[src/rtl/hazard_info_pipe.sv]
// ---------------------------------------------------------------------------
// hazard_info_pipe
//
// Purpose:
//   Carries the per-instruction hazard info bundle and PC from Decode through
//   Execute, Memory and Writeback. The produce time (tnew) ages by one on
//   each advance and saturates at zero. A stall puts a bubble into E while
//   M and W keep draining. Forwarding selects for the D, E and M stages are
//   derived combinationally from the registered E/M/W state plus infoD.
//
// Info bundle layout (INFOW = 21):
//   rs [4:0], rt [9:5], tarReg [14:10], rsuse [16:15], rtuse [18:17],
//   tnew [20:19]
//
// Ports:
//   clk                  system clock, rising edge
//   reset                synchronous active-high clear of all pipeline state
//   stall                1 = bubble into E this edge (D is held upstream)
//   infoD, pcD           bundle and PC of the instruction in D
//   infoE/M/W, pcE/M/W   registered bundles and PCs of E, M, W
//   validE/M/W           stage holds a real instruction
//   fwdRsD, fwdRtD       D source select: 0 regfile, 1 E, 2 M, 3 W
//   fwdRsE, fwdRtE       E source select: 0 pipeline, 2 M, 3 W
//   fwdRtM               M store data select: 0 pipeline, 1 W
// ---------------------------------------------------------------------------
module hazard_info_pipe #(
    parameter int INFOW = 21,
    parameter int PCW   = 32
) (
    input  logic             clk,
    input  logic             reset,
    input  logic             stall,
    input  logic [INFOW-1:0] infoD,
    input  logic [PCW-1:0]   pcD,
    output logic [INFOW-1:0] infoE,
    output logic [INFOW-1:0] infoM,
    output logic [INFOW-1:0] infoW,
    output logic [PCW-1:0]   pcE,
    output logic [PCW-1:0]   pcM,
    output logic [PCW-1:0]   pcW,
    output logic             validE,
    output logic             validM,
    output logic             validW,
    output logic [1:0]       fwdRsD,
    output logic [1:0]       fwdRtD,
    output logic [1:0]       fwdRsE,
    output logic [1:0]       fwdRtE,
    output logic             fwdRtM
);

    // Field positions inside the info bundle.
    localparam int RS_LO   = 0;
    localparam int RS_HI   = 4;
    localparam int RT_LO   = 5;
    localparam int RT_HI   = 9;
    localparam int TAR_LO  = 10;
    localparam int TAR_HI  = 14;
    localparam int TNEW_LO = 19;
    localparam int TNEW_HI = 20;

    // Forwarding select encodings.
    localparam logic [1:0] SEL_NONE = 2'd0;
    localparam logic [1:0] SEL_E    = 2'd1;
    localparam logic [1:0] SEL_M    = 2'd2;
    localparam logic [1:0] SEL_W    = 2'd3;

    // Pipeline registers and their next-state values.
    logic [INFOW-1:0] infoE_q, infoE_d;
    logic [INFOW-1:0] infoM_q, infoM_d;
    logic [INFOW-1:0] infoW_q, infoW_d;
    logic [PCW-1:0]   pcE_q, pcE_d;
    logic [PCW-1:0]   pcM_q, pcM_d;
    logic [PCW-1:0]   pcW_q, pcW_d;
    logic             validE_q, validE_d;
    logic             validM_q, validM_d;
    logic             validW_q, validW_d;

    // Returns the bundle with its tnew field reduced by one, stopping at zero
    // so that a finished producer never wraps around to look busy again.
    function automatic logic [INFOW-1:0] ageInfo(input logic [INFOW-1:0] info);
        logic [INFOW-1:0] aged;
        logic [1:0]       t;
        aged = info;
        t    = info[TNEW_HI:TNEW_LO];
        if (t != 2'd0) begin
            aged[TNEW_HI:TNEW_LO] = t - 2'd1;
        end
        return aged;
    endfunction

    // A stage matches register r when it holds a real instruction that
    // writes r, and r is not the hard-wired zero register.
    function automatic logic stageMatches(input logic             valid,
                                          input logic [INFOW-1:0] info,
                                          input logic [4:0]       r);
        return valid && (info[TAR_HI:TAR_LO] == r) && (r != 5'd0);
    endfunction

    // A matching stage can only supply the value once its result exists.
    function automatic logic stageReady(input logic [INFOW-1:0] info);
        return info[TNEW_HI:TNEW_LO] == 2'd0;
    endfunction

    // D-stage select. The nearest matching stage decides the outcome; if it
    // is not ready yet the select is 0 rather than falling through to an
    // older stage that holds a stale value of the same register.
    function automatic logic [1:0] selectD(input logic [4:0]       r,
                                           input logic             vE,
                                           input logic [INFOW-1:0] iE,
                                           input logic             vM,
                                           input logic [INFOW-1:0] iM,
                                           input logic             vW,
                                           input logic [INFOW-1:0] iW);
        logic [1:0] sel;
        sel = SEL_NONE;
        if (stageMatches(vE, iE, r)) begin
            sel = stageReady(iE) ? SEL_E : SEL_NONE;
        end else if (stageMatches(vM, iM, r)) begin
            sel = stageReady(iM) ? SEL_M : SEL_NONE;
        end else if (stageMatches(vW, iW, r)) begin
            sel = stageReady(iW) ? SEL_W : SEL_NONE;
        end
        return sel;
    endfunction

    // E-stage select: same nearest-match rule, looking only at M and W.
    function automatic logic [1:0] selectE(input logic [4:0]       r,
                                           input logic             vM,
                                           input logic [INFOW-1:0] iM,
                                           input logic             vW,
                                           input logic [INFOW-1:0] iW);
        logic [1:0] sel;
        sel = SEL_NONE;
        if (stageMatches(vM, iM, r)) begin
            sel = stageReady(iM) ? SEL_M : SEL_NONE;
        end else if (stageMatches(vW, iW, r)) begin
            sel = stageReady(iW) ? SEL_W : SEL_NONE;
        end
        return sel;
    endfunction

    // Next-state logic for the three stages. E either takes the D
    // instruction or a zeroed bubble when stalled; M and W always shift
    // forward with tnew aged by one so the stall never freezes them.
    always_comb begin
        infoE_d  = infoD;
        pcE_d    = pcD;
        validE_d = 1'b1;
        if (stall) begin
            infoE_d  = '0;
            pcE_d    = '0;
            validE_d = 1'b0;
        end

        infoM_d  = ageInfo(infoE_q);
        pcM_d    = pcE_q;
        validM_d = validE_q;

        infoW_d  = ageInfo(infoM_q);
        pcW_d    = pcM_q;
        validW_d = validM_q;
    end

    // State register. Reset wins over stall and empties every stage in a
    // single edge, discarding whatever was in flight.
    always_ff @(posedge clk) begin
        if (reset) begin
            infoE_q  <= '0;
            infoM_q  <= '0;
            infoW_q  <= '0;
            pcE_q    <= '0;
            pcM_q    <= '0;
            pcW_q    <= '0;
            validE_q <= 1'b0;
            validM_q <= 1'b0;
            validW_q <= 1'b0;
        end else begin
            infoE_q  <= infoE_d;
            infoM_q  <= infoM_d;
            infoW_q  <= infoW_d;
            pcE_q    <= pcE_d;
            pcM_q    <= pcM_d;
            pcW_q    <= pcW_d;
            validE_q <= validE_d;
            validM_q <= validM_d;
            validW_q <= validW_d;
        end
    end

    // Forwarding selects come straight from registered state plus infoD,
    // so there is no path from stall into any of them.
    always_comb begin
        fwdRsD = selectD(infoD[RS_HI:RS_LO], validE_q, infoE_q,
                         validM_q, infoM_q, validW_q, infoW_q);
        fwdRtD = selectD(infoD[RT_HI:RT_LO], validE_q, infoE_q,
                         validM_q, infoM_q, validW_q, infoW_q);
        fwdRsE = selectE(infoE_q[RS_HI:RS_LO], validM_q, infoM_q,
                         validW_q, infoW_q);
        fwdRtE = selectE(infoE_q[RT_HI:RT_LO], validM_q, infoM_q,
                         validW_q, infoW_q);
        fwdRtM = stageMatches(validW_q, infoW_q, infoM_q[RT_HI:RT_LO])
                 && stageReady(infoW_q);
    end

    assign infoE  = infoE_q;
    assign infoM  = infoM_q;
    assign infoW  = infoW_q;
    assign pcE    = pcE_q;
    assign pcM    = pcM_q;
    assign pcW    = pcW_q;
    assign validE = validE_q;
    assign validM = validM_q;
    assign validW = validW_q;

endmodule

[config.mk]
export PLATFORM = sky130hd
export DESIGN_NAME = hazard_info_pipe
export DESIGN_NICKNAME = d
export VERILOG_FILES = /design/src/rtl/hazard_info_pipe.sv
export SDC_FILE = /design/constraint.sdc
export NUM_CORES = 1
export LEC_CHECK = 0
export ABC_CLOCK_PERIOD_IN_PS = 2400
export CORE_MARGIN = 10
export CORE_UTILIZATION = 46
export CTS_CLUSTER_SIZE = 16
export DETAILED_ROUTE_END_ITERATION = 7
export GPL_TIMING_DRIVEN = 0
export PLACE_DENSITY = 0.88
export SLEW_MARGIN = 20
export SYNTH_ARGS = -nofsm -noshare
export SYNTH_HDL_FRONTEND = slang
export SYNTH_SLANG_ARGS = --single-unit
[constraint.sdc]
create_clock -name clk -period 2.4 [get_ports clk]
set_input_delay 0.48 -clock clk [delete_from_list [all_inputs] [get_ports clk]]
set_output_delay 0.48 -clock clk [all_outputs]
set_load 0.1 [all_outputs]
# Yosys cells after proc, flatten, opt, wreduce, memory -nomap -nowiden
# Cells that the tools add are included.
classes:
  eq_ne: 11
  n_addsub: 2
  muxes: 16
  reduce_logical: 34
op_table:
  columns: ["cell", "n"]
  rows:
  - ["$eq 5x5->1", 11]
  - ["$mux 2", 14]
  - ["$reduce_bool 5->1", 5]
  - ["$logic_and 1x1->1", 23]
  - ["$logic_not 2->1", 3]
  - ["$reduce_bool 2->1", 2]
  - ["$sub 2x1->2 const B", 2]
  - ["$mux 1", 2]
  - ["$reduce_or 2->1", 1]
word_totals:
  output_inout_bits: 171
  input_bits: 56
  register_bits: 162
  word_cells: 72

# Longest topological paths before layout
# Gate-level depths: netlist of run 1.
depth:
  depth_word: 6
  ltp_mapped: 5
  mapped_depth_nobuf: 4

# Worst setup path before layout of run 1
# No wires, ideal clock.
synth_path:
  path_kind: "reg-to-output"
  from: "register infoW_q[12], in the netlist infoW[12]"
  to: "output port fwdRtM"
  path_stages_with_launch: 5
  arrival_ps: 3505
  n_path_buf: 1
  t_required_ps: 1920
  slack_ps: -1585
  cell_sequence: "dfxtp_1 > buf_2 > xnor2_1 > nand4_1 > nor3_1"
synth_via:
  elab_chain_cells: 4
synth_lines:
  columns: ["element", "line_no", "rtl"]
  rows:
  - ["start: declaration", "70", "logic [INFOW-1:0] infoW_q, infoW_d;"]
  - ["start signal: assignment", "180", "infoW_q <= infoW_d;"]
  - ["$eq 5x5->1", "96", "return valid && (info[TAR_HI:TAR_LO] == r) && (r != 5'd0);"]
  - ["$logic_and 1x1->1 (2 in series)", "96", null]
  - ["$logic_and 1x1->1", "202", "&& stageReady(infoW_q);"]
  - ["end: declaration", "48", "output logic fwdRtM"]
# Every way passes these cells.

# Worst setup path after layout of run 1
layout_path:
  from: "register infoW_q[11], in the netlist infoW[11]"
  to: "output port fwdRtD[0]"
layout_via:
  elab_chain_cells: 6
layout_lines:
  columns: ["element", "line_no", "rtl"]
  rows:
  - ["$eq 5x5->1", "96", null]
  - ["$logic_and 1x1->1 (2 in series)", "96", null]
  - ["$mux 2", "120", "end else if (stageMatches(vW, iW, r)) begin"]
  - ["$mux 2", "118", "end else if (stageMatches(vM, iM, r)) begin"]
  - ["$mux 2", "116", "if (stageMatches(vE, iE, r)) begin"]
  - ["end: declaration", "45", "output logic [1:0] fwdRtD,"]
# Every way passes these cells.

==> flow_summary.ini, run 1 <==
[clocking]
cts_tree = built
cts-buffers-inserted = 17
root_buffer = clkbuf_16
cts_buffer_depth = 2
clk_pin_slew_ns = 0.06
clock_latency_ns = 0.42
h-tree-depth = 4
cts_sinks = 162

[yosys]
synth_cell_types = 33
postSynth.asyncResetShare_pct = 0
synth_top_area_share_pct = 59.03
synth_top_area_cell = dfxtp_1
syn-cell-area_mm2 = 0.005494
synth_seq_area_share_pct = 59.03
synth_top_flop_cell = dfxtp_1
ys_ff_latch = 162
synthCells = 497
synthTopCellsByArea = dfxtp_1 59%, nor2b_1 12%, and2_1 5.9%, xnor2_1 5.4%, buf_4 5.2%
avgSynthCellArea_um2 = 11.05
synth_edf_count = 0
yosys_warnings = 0
synth_fp_nets = 553

[floorplanning]
die_area_mm2 = 0.01671
start_util_pct = 47.51
rows = 39
die_h_um = 129.3
core_area_mm2 = 0.01156
pin_count = 227
die_w_um = 129.3

[grt]
antenna_found_initial = 0
grt_overflow = 0
grt_pass1_vias = 4725
grt_pass1_wl_um = 26000
grt_max_degree = 17
grt_use_met3_pct = 8.483
gr-max-usage-layer = met2
use_met1_pct = 19.97
grt_use_total_pct = 20.34
gr-usage-met2_pct = 35.99

[cells_and_area]
fillers = 737
n_antenna_cell = 0
layout_commonest_cell = dfxtp_1
final_cell_mix = 141 x dfxtp_1, 104 x nor2b_1, 99 x dlygate4sd2_1, 75 x clkdlybuf4s50_1, 52 x and2_1
layout.nets = 807
syn_to_final_growth_pct = 63.45
drive_gt1_share_pct = 21.20
instances_no_fill = 907

[worst_setup_path]
critPathRequiredTime_ns = 1.92
cp_max_fo = 4
crit_path_end_kind = primary output
r2r-start = infoE[7]
r2r-end = infoM[7]
arrival_ns = 2.08
critPathKind = register to primary output
r2r_slack_ns = 1.66
critPathLaunchType = register
reg2regPathDepth = 2

[sta]
worst_slack_ns = -0.1563
setup_viol = 7
relSlewSlack_pct = 31.24
fmax_mhz = 391.2
hold_viol = 0
maxSlewViolCount = 0
tightest_slew_ns = 1.030
fin_skew_ns = 0.007853
rsz0062_at_grt = yes
finalCriticalPeriod_ns = 2.556
final.period_utilization_pct = 106.5

[route]
dr.pass1.iters = 4
avgRoutedWirePerCell_um = 19.24
routed-via-count = 4303
drt-total-wl_um = 17460
viasPerCell = 4.744
drc = 0
ant_nets = 0
initialDrtViolationCount = 198

[place]
place_inst = 864
port_buffers = 224
hpwl_um = 12900
gp_congestion = 0.8225

[power]
p_leak_nw = 4.564
fin_total_pwr_mw = 6.620
power.density_mw_per_mm2 = 737.3
max-vdd-ir-drop_v = 0.0005859

[outcome]
outcome = finished, violations left
violations = negative setup slack

[job]
maxCapViolCount = 0

[worst_hold_path]
hold_start = infoD[3]
hold_end = infoE[3]
min_path_type = input port to register
min_path_cells = 2
## state kept, by name, indices dropped and copies added, names as in the netlist
register	flops
infoE	21
infoM	21
infoW	21
pcE	32
pcM	32
pcW	32
validE	1
validM	1
validW	1
## critical path: stages, from the launching register on
cell	delay (ns)
dfxtp_4	0.34
buf_6	0.13
xor2_2	0.14
nor4_2	0.34
o2111ai_2	0.25
mux2i_4	0.24
buf_12	0.20
## worst max-delay path by stage
stage              start        end  slack (ns)  cells after the start
2_1_floorplan     validW  fwdRsE[1]       -0.21                      4
3_3_place_gp    infoD[1]  fwdRsD[0]       -1.50                      6
3_5_place_dp    infoD[1]  fwdRsD[0]       -1.54                      6
4_1_cts        infoW[20]  fwdRsD[0]       -0.18                      5
5_1_grt           validW  fwdRsD[0]       -0.20                      5
6_report       infoW[11]  fwdRtD[0]       -0.16                      6
## through the flow
step                instance area [um2]  TNS [ns]  utilization [%]  hold slack, ns  setup slack (ns)
floorplan                          5638   -0.4554                -          0.4394           -0.2086
global placement                   8059    -8.178            69.69          0.4393            -1.496
detailed placement                 8059    -8.714            69.69          0.4488            -1.536
CTS                                8808   -0.9437            76.17          0.3722           -0.1813
global route                       8980    -1.188            77.65          0.3976           -0.2030
finish                             8980   -0.8626            77.65          0.4083           -0.1563
## cell type report
cell class                      count  area (um2)  share of cell area, %
Tap cell                          143       178.9                  1.992
Sequential cell                   162        3294                  36.69
Clock buffer                       20       456.7                  5.086
Multi-Input combinational cell    269        2092                  23.30
Timing Repair Buffer              236        2365                  26.33
Buffer                             65       447.9                  4.988
Clock inverter                     12       145.1                  1.616
## cell families after synthesis
group,Yosys count,share of synthesized area (%)
simple gates,204,23.21
flops,162,59.03
buf+inv,66,7.333
xor+xnor,54,8.609
compound gates,8,1.184
mux,3,0.6376
## layer usage
metal | wire length [um] | part of all wire (%)
met5 | 0 | 0
met4 | 424 | 2.4
met3 | 1643 | 9.4
met2 | 9072 | 52
met1 | 6315 | 36
## timing repair
action / CTS / global route
gates resized for setup: 230 / 52
pin swaps: 11 / 9
hold buffers: 0 / 0
endpoints found under the setup margin: 104 / 46
setup buffers: 9 / 3
## Yosys cell counts (2+ instances only)
cell,n
nand4_1,8
buf_2,10
xor2_1,20
mux2i_1,2
and3b_1,2
clkbuf_1,18
nor2b_1,105
or2_2,3
dfxtp_1,162
or4_1,2
nor2_1,7
nor3b_1,2
nor3_1,3
a21oi_1,3
nor4_1,8
and2_1,52
nand2_1,4
buf_4,38
xnor2_1,34
## where the power goes
group,internal (mW),total (mW),switching [mW]
Sequential,2.76,2.81,0.0510
Combinational,0.299,1.07,0.776
Clock,1.61,2.74,1.13
Power figures use the tool's default switching activity.
==> inputs of run 2 (changes only) <==
- ABC_CLOCK_PERIOD_IN_PS: 2400 -> 2900
- CORE_UTILIZATION: 46 -> 43
- PLACE_DENSITY: 0.88 -> 0.83
- clock period: 2.4 -> 2.9 ns (I/O delays scaled with it)
==> run 2 against run 1 <==
Critical path type is now input port to primary output. Cell area shrank 3.6%. Power shrank 19%. Count of clock-buffer cells in the layout shrank 2. The run now ends clean. Highest routed layer is now met5.
==> flow_summary.ini, run 2 (same netlist as run 1, synthesis figures left out) <==
[clocking]
cts_buffer_depth = 2
cts_sinks = 162
cts-buffers-inserted = 17
h-tree-depth = 4
clk_pin_slew_ns = 0.07
cts_tree = built
post_cts_buffers = 0
clock_latency_ns = 0.43
root_buffer = clkbuf_16

[power]
power.density_mw_per_mm2 = 619.9
p_seq_share_pct = 43.4
p_clk_share_pct = 40.2
swShare_pct = 30.89
max-vdd-ir-drop_v = 0.0004271
p_int_mw = 3.710
p_leak_nw = 3.434
p_comb_share_pct = 16.5
switchingPower_mw = 1.658

[floorplanning]
rows = 41
core_area_mm2 = 0.01257
die_area_mm2 = 0.01770
pin_count = 227
start_util_pct = 43.71
die_h_um = 133.0
die_w_um = 133.0

[cells_and_area]
syn_to_final_growth_pct = 57.62
layout.nets = 796
fillers = 924
layout_commonest_cell = clkdlybuf4s50_1
drive_gt1_share_pct = 16.07
n_antenna_cell = 0
final_cell_mix = 206 x clkdlybuf4s50_1, 153 x dfxtp_1, 104 x nor2b_1, 52 x and2_1, 40 x buf_4
instances_no_fill = 925

[worst_setup_path]
reg2regPathDepth = 2
critPathRequiredTime_ns = 2.32
r2r-end = infoW[14]
r2r-start = infoM[14]
critPathLaunchType = input port
crit_path_end_kind = primary output
arrival_ns = 2.31
cp_num_buf_inv = 2
crit_path_cell_trace = dlygate4sd2_1, or4_4, o211ai_2, o211ai_1, mux2i_4, buf_12
cp_max_fo = 5
slowest_delay_ns = 0.58
cp_slowest_cell = or4_4
crit_family = simple AND/OR/NAND/NOR gates
r2r_slack_ns = 2.14
critPathKind = input port to primary output

[place]
place_inst = 893
gp_congestion = 0.8635
hpwl_um = 12850
port_buffers = 224

[grt]
grt_overflow = 0
antenna_found_initial = 1
grt_pass1_wl_um = 25230
grt_max_degree = 18
grt_pass1_vias = 4520
grt_use_total_pct = 18.47

[sta]
tightest_slew_ns = 1.055
fmax_mhz = 346.5
holdWs_ns = 0.4614
final.period_utilization_pct = 99.52
rsz0062_at_grt = yes
maxSlewViolCount = 0
setup_viol = 0
finalCriticalPeriod_ns = 2.886
hold_viol = 0
fin_skew_ns = 0.007678
relSlewSlack_pct = 29.42

[route]
dr.pass1.iters = 5
initialDrtViolationCount = 129
drc = 0
viasPerCell = 4.498
routed-via-count = 4161
drt-total-wl_um = 16230
ant_nets = 0
avgRoutedWirePerCell_um = 17.55

[outcome]
outcome = completed

[worst_hold_path]
hold_start = pcE[20]
hold_end = pcM[20]
min_path_cells = 1
min_path_type = register to register

[job]
maxCapViolCount = 0
run 2: cell types whose count changed in the layout (fill, tap and decap cells not counted), sizes merged:
cell / change
clkbuf: -1
clkinvlp: +2
buf: -16
dlymetal6s2s: -34
inv: +4
clkinv: -2
dlygate4sd2: -90
bufinv: -2
clkdlybuf4s50: +131
clkdlybuf4s15: -3
run 2: layout make-up:
cell class,count,area (um2),share of cell area (%)
plain buffers,66,402.9,4.652
clock buffers,18,439.2,5.072
clock inverters,14,138.9,1.604
multi-input cells,269,1962,22.66
flip-flops and latches,162,3257,37.61
well taps,172,215.2,2.485
repair buffers,224,2245,25.92
run 2: worst register-to-register path, cell delays in order (launching register included):
cell and delay, ns:
dfxtp_1 0.31, buf_2 0.17, nor2b_1 0.15
run 2: worst max-delay path by stage:
stage / end / cells after the start / startpoint
finish: fwdRsD[0] / 6 / infoD[1]
global route: fwdRsD[0] / 6 / infoD[2]
CTS: fwdRsE[0] / 4 / validW
detailed placement: fwdRtD[0] / 6 / infoD[8]
global placement: fwdRtD[0] / 6 / infoD[6]
floorplan: fwdRtD[1] / 3 / validM
run 2: per-stage QoR:
| step | power [mW] | utilization [%] | cell area (um2) | worst slack [ns] | setup TNS [ns] |
|---|---|---|---|---|---|
| 2_1_floorplan | 3.001 | - | 5579 | 0.0006610 | 0 |
| 5_1_grt | 5.559 | 68.90 | 8660 | -0.06041 | -0.09304 |
| 6_report | 5.368 | 68.90 | 8660 | 0.01388 | 0 |
| 3_5_place_dp | 3.261 | 63.94 | 8036 | -1.439 | -5.806 |
| 3_3_place_gp | 3.248 | 63.94 | 8036 | -1.408 | -5.495 |
| 4_1_cts | 5.413 | 68.71 | 8636 | 0.005000 | 0 |
run 2: power groups by stage:
stage          clock [mW]  sequential, mW  combinational [mW]
2_1_floorplan           0            2.69               0.309
3_3_place_gp            0            2.37               0.874
3_5_place_dp            0            2.38               0.884
4_1_cts              2.20            2.33               0.887
5_1_grt              2.31            2.33               0.917
6_report             2.16            2.33               0.883
run 2: what timing repair did:
item / CTS / global route
resized for setup: 65 / 10
pin swaps: 1 / 1
setup endpoints to repair: 9 / 6
hold buffers: 0 / 0
run 2: routing by layer:
layer | vias up | part of all wire, % | track usage, %
li1 | 2017 | - | -
met1 | 1944 | 35 | 17.56
met2 | 162 | 51 | 32.35
met5 | - | 0.043 | 0
met4 | 2 | 3.1 | 8.985
met3 | 36 | 10 | 9.273
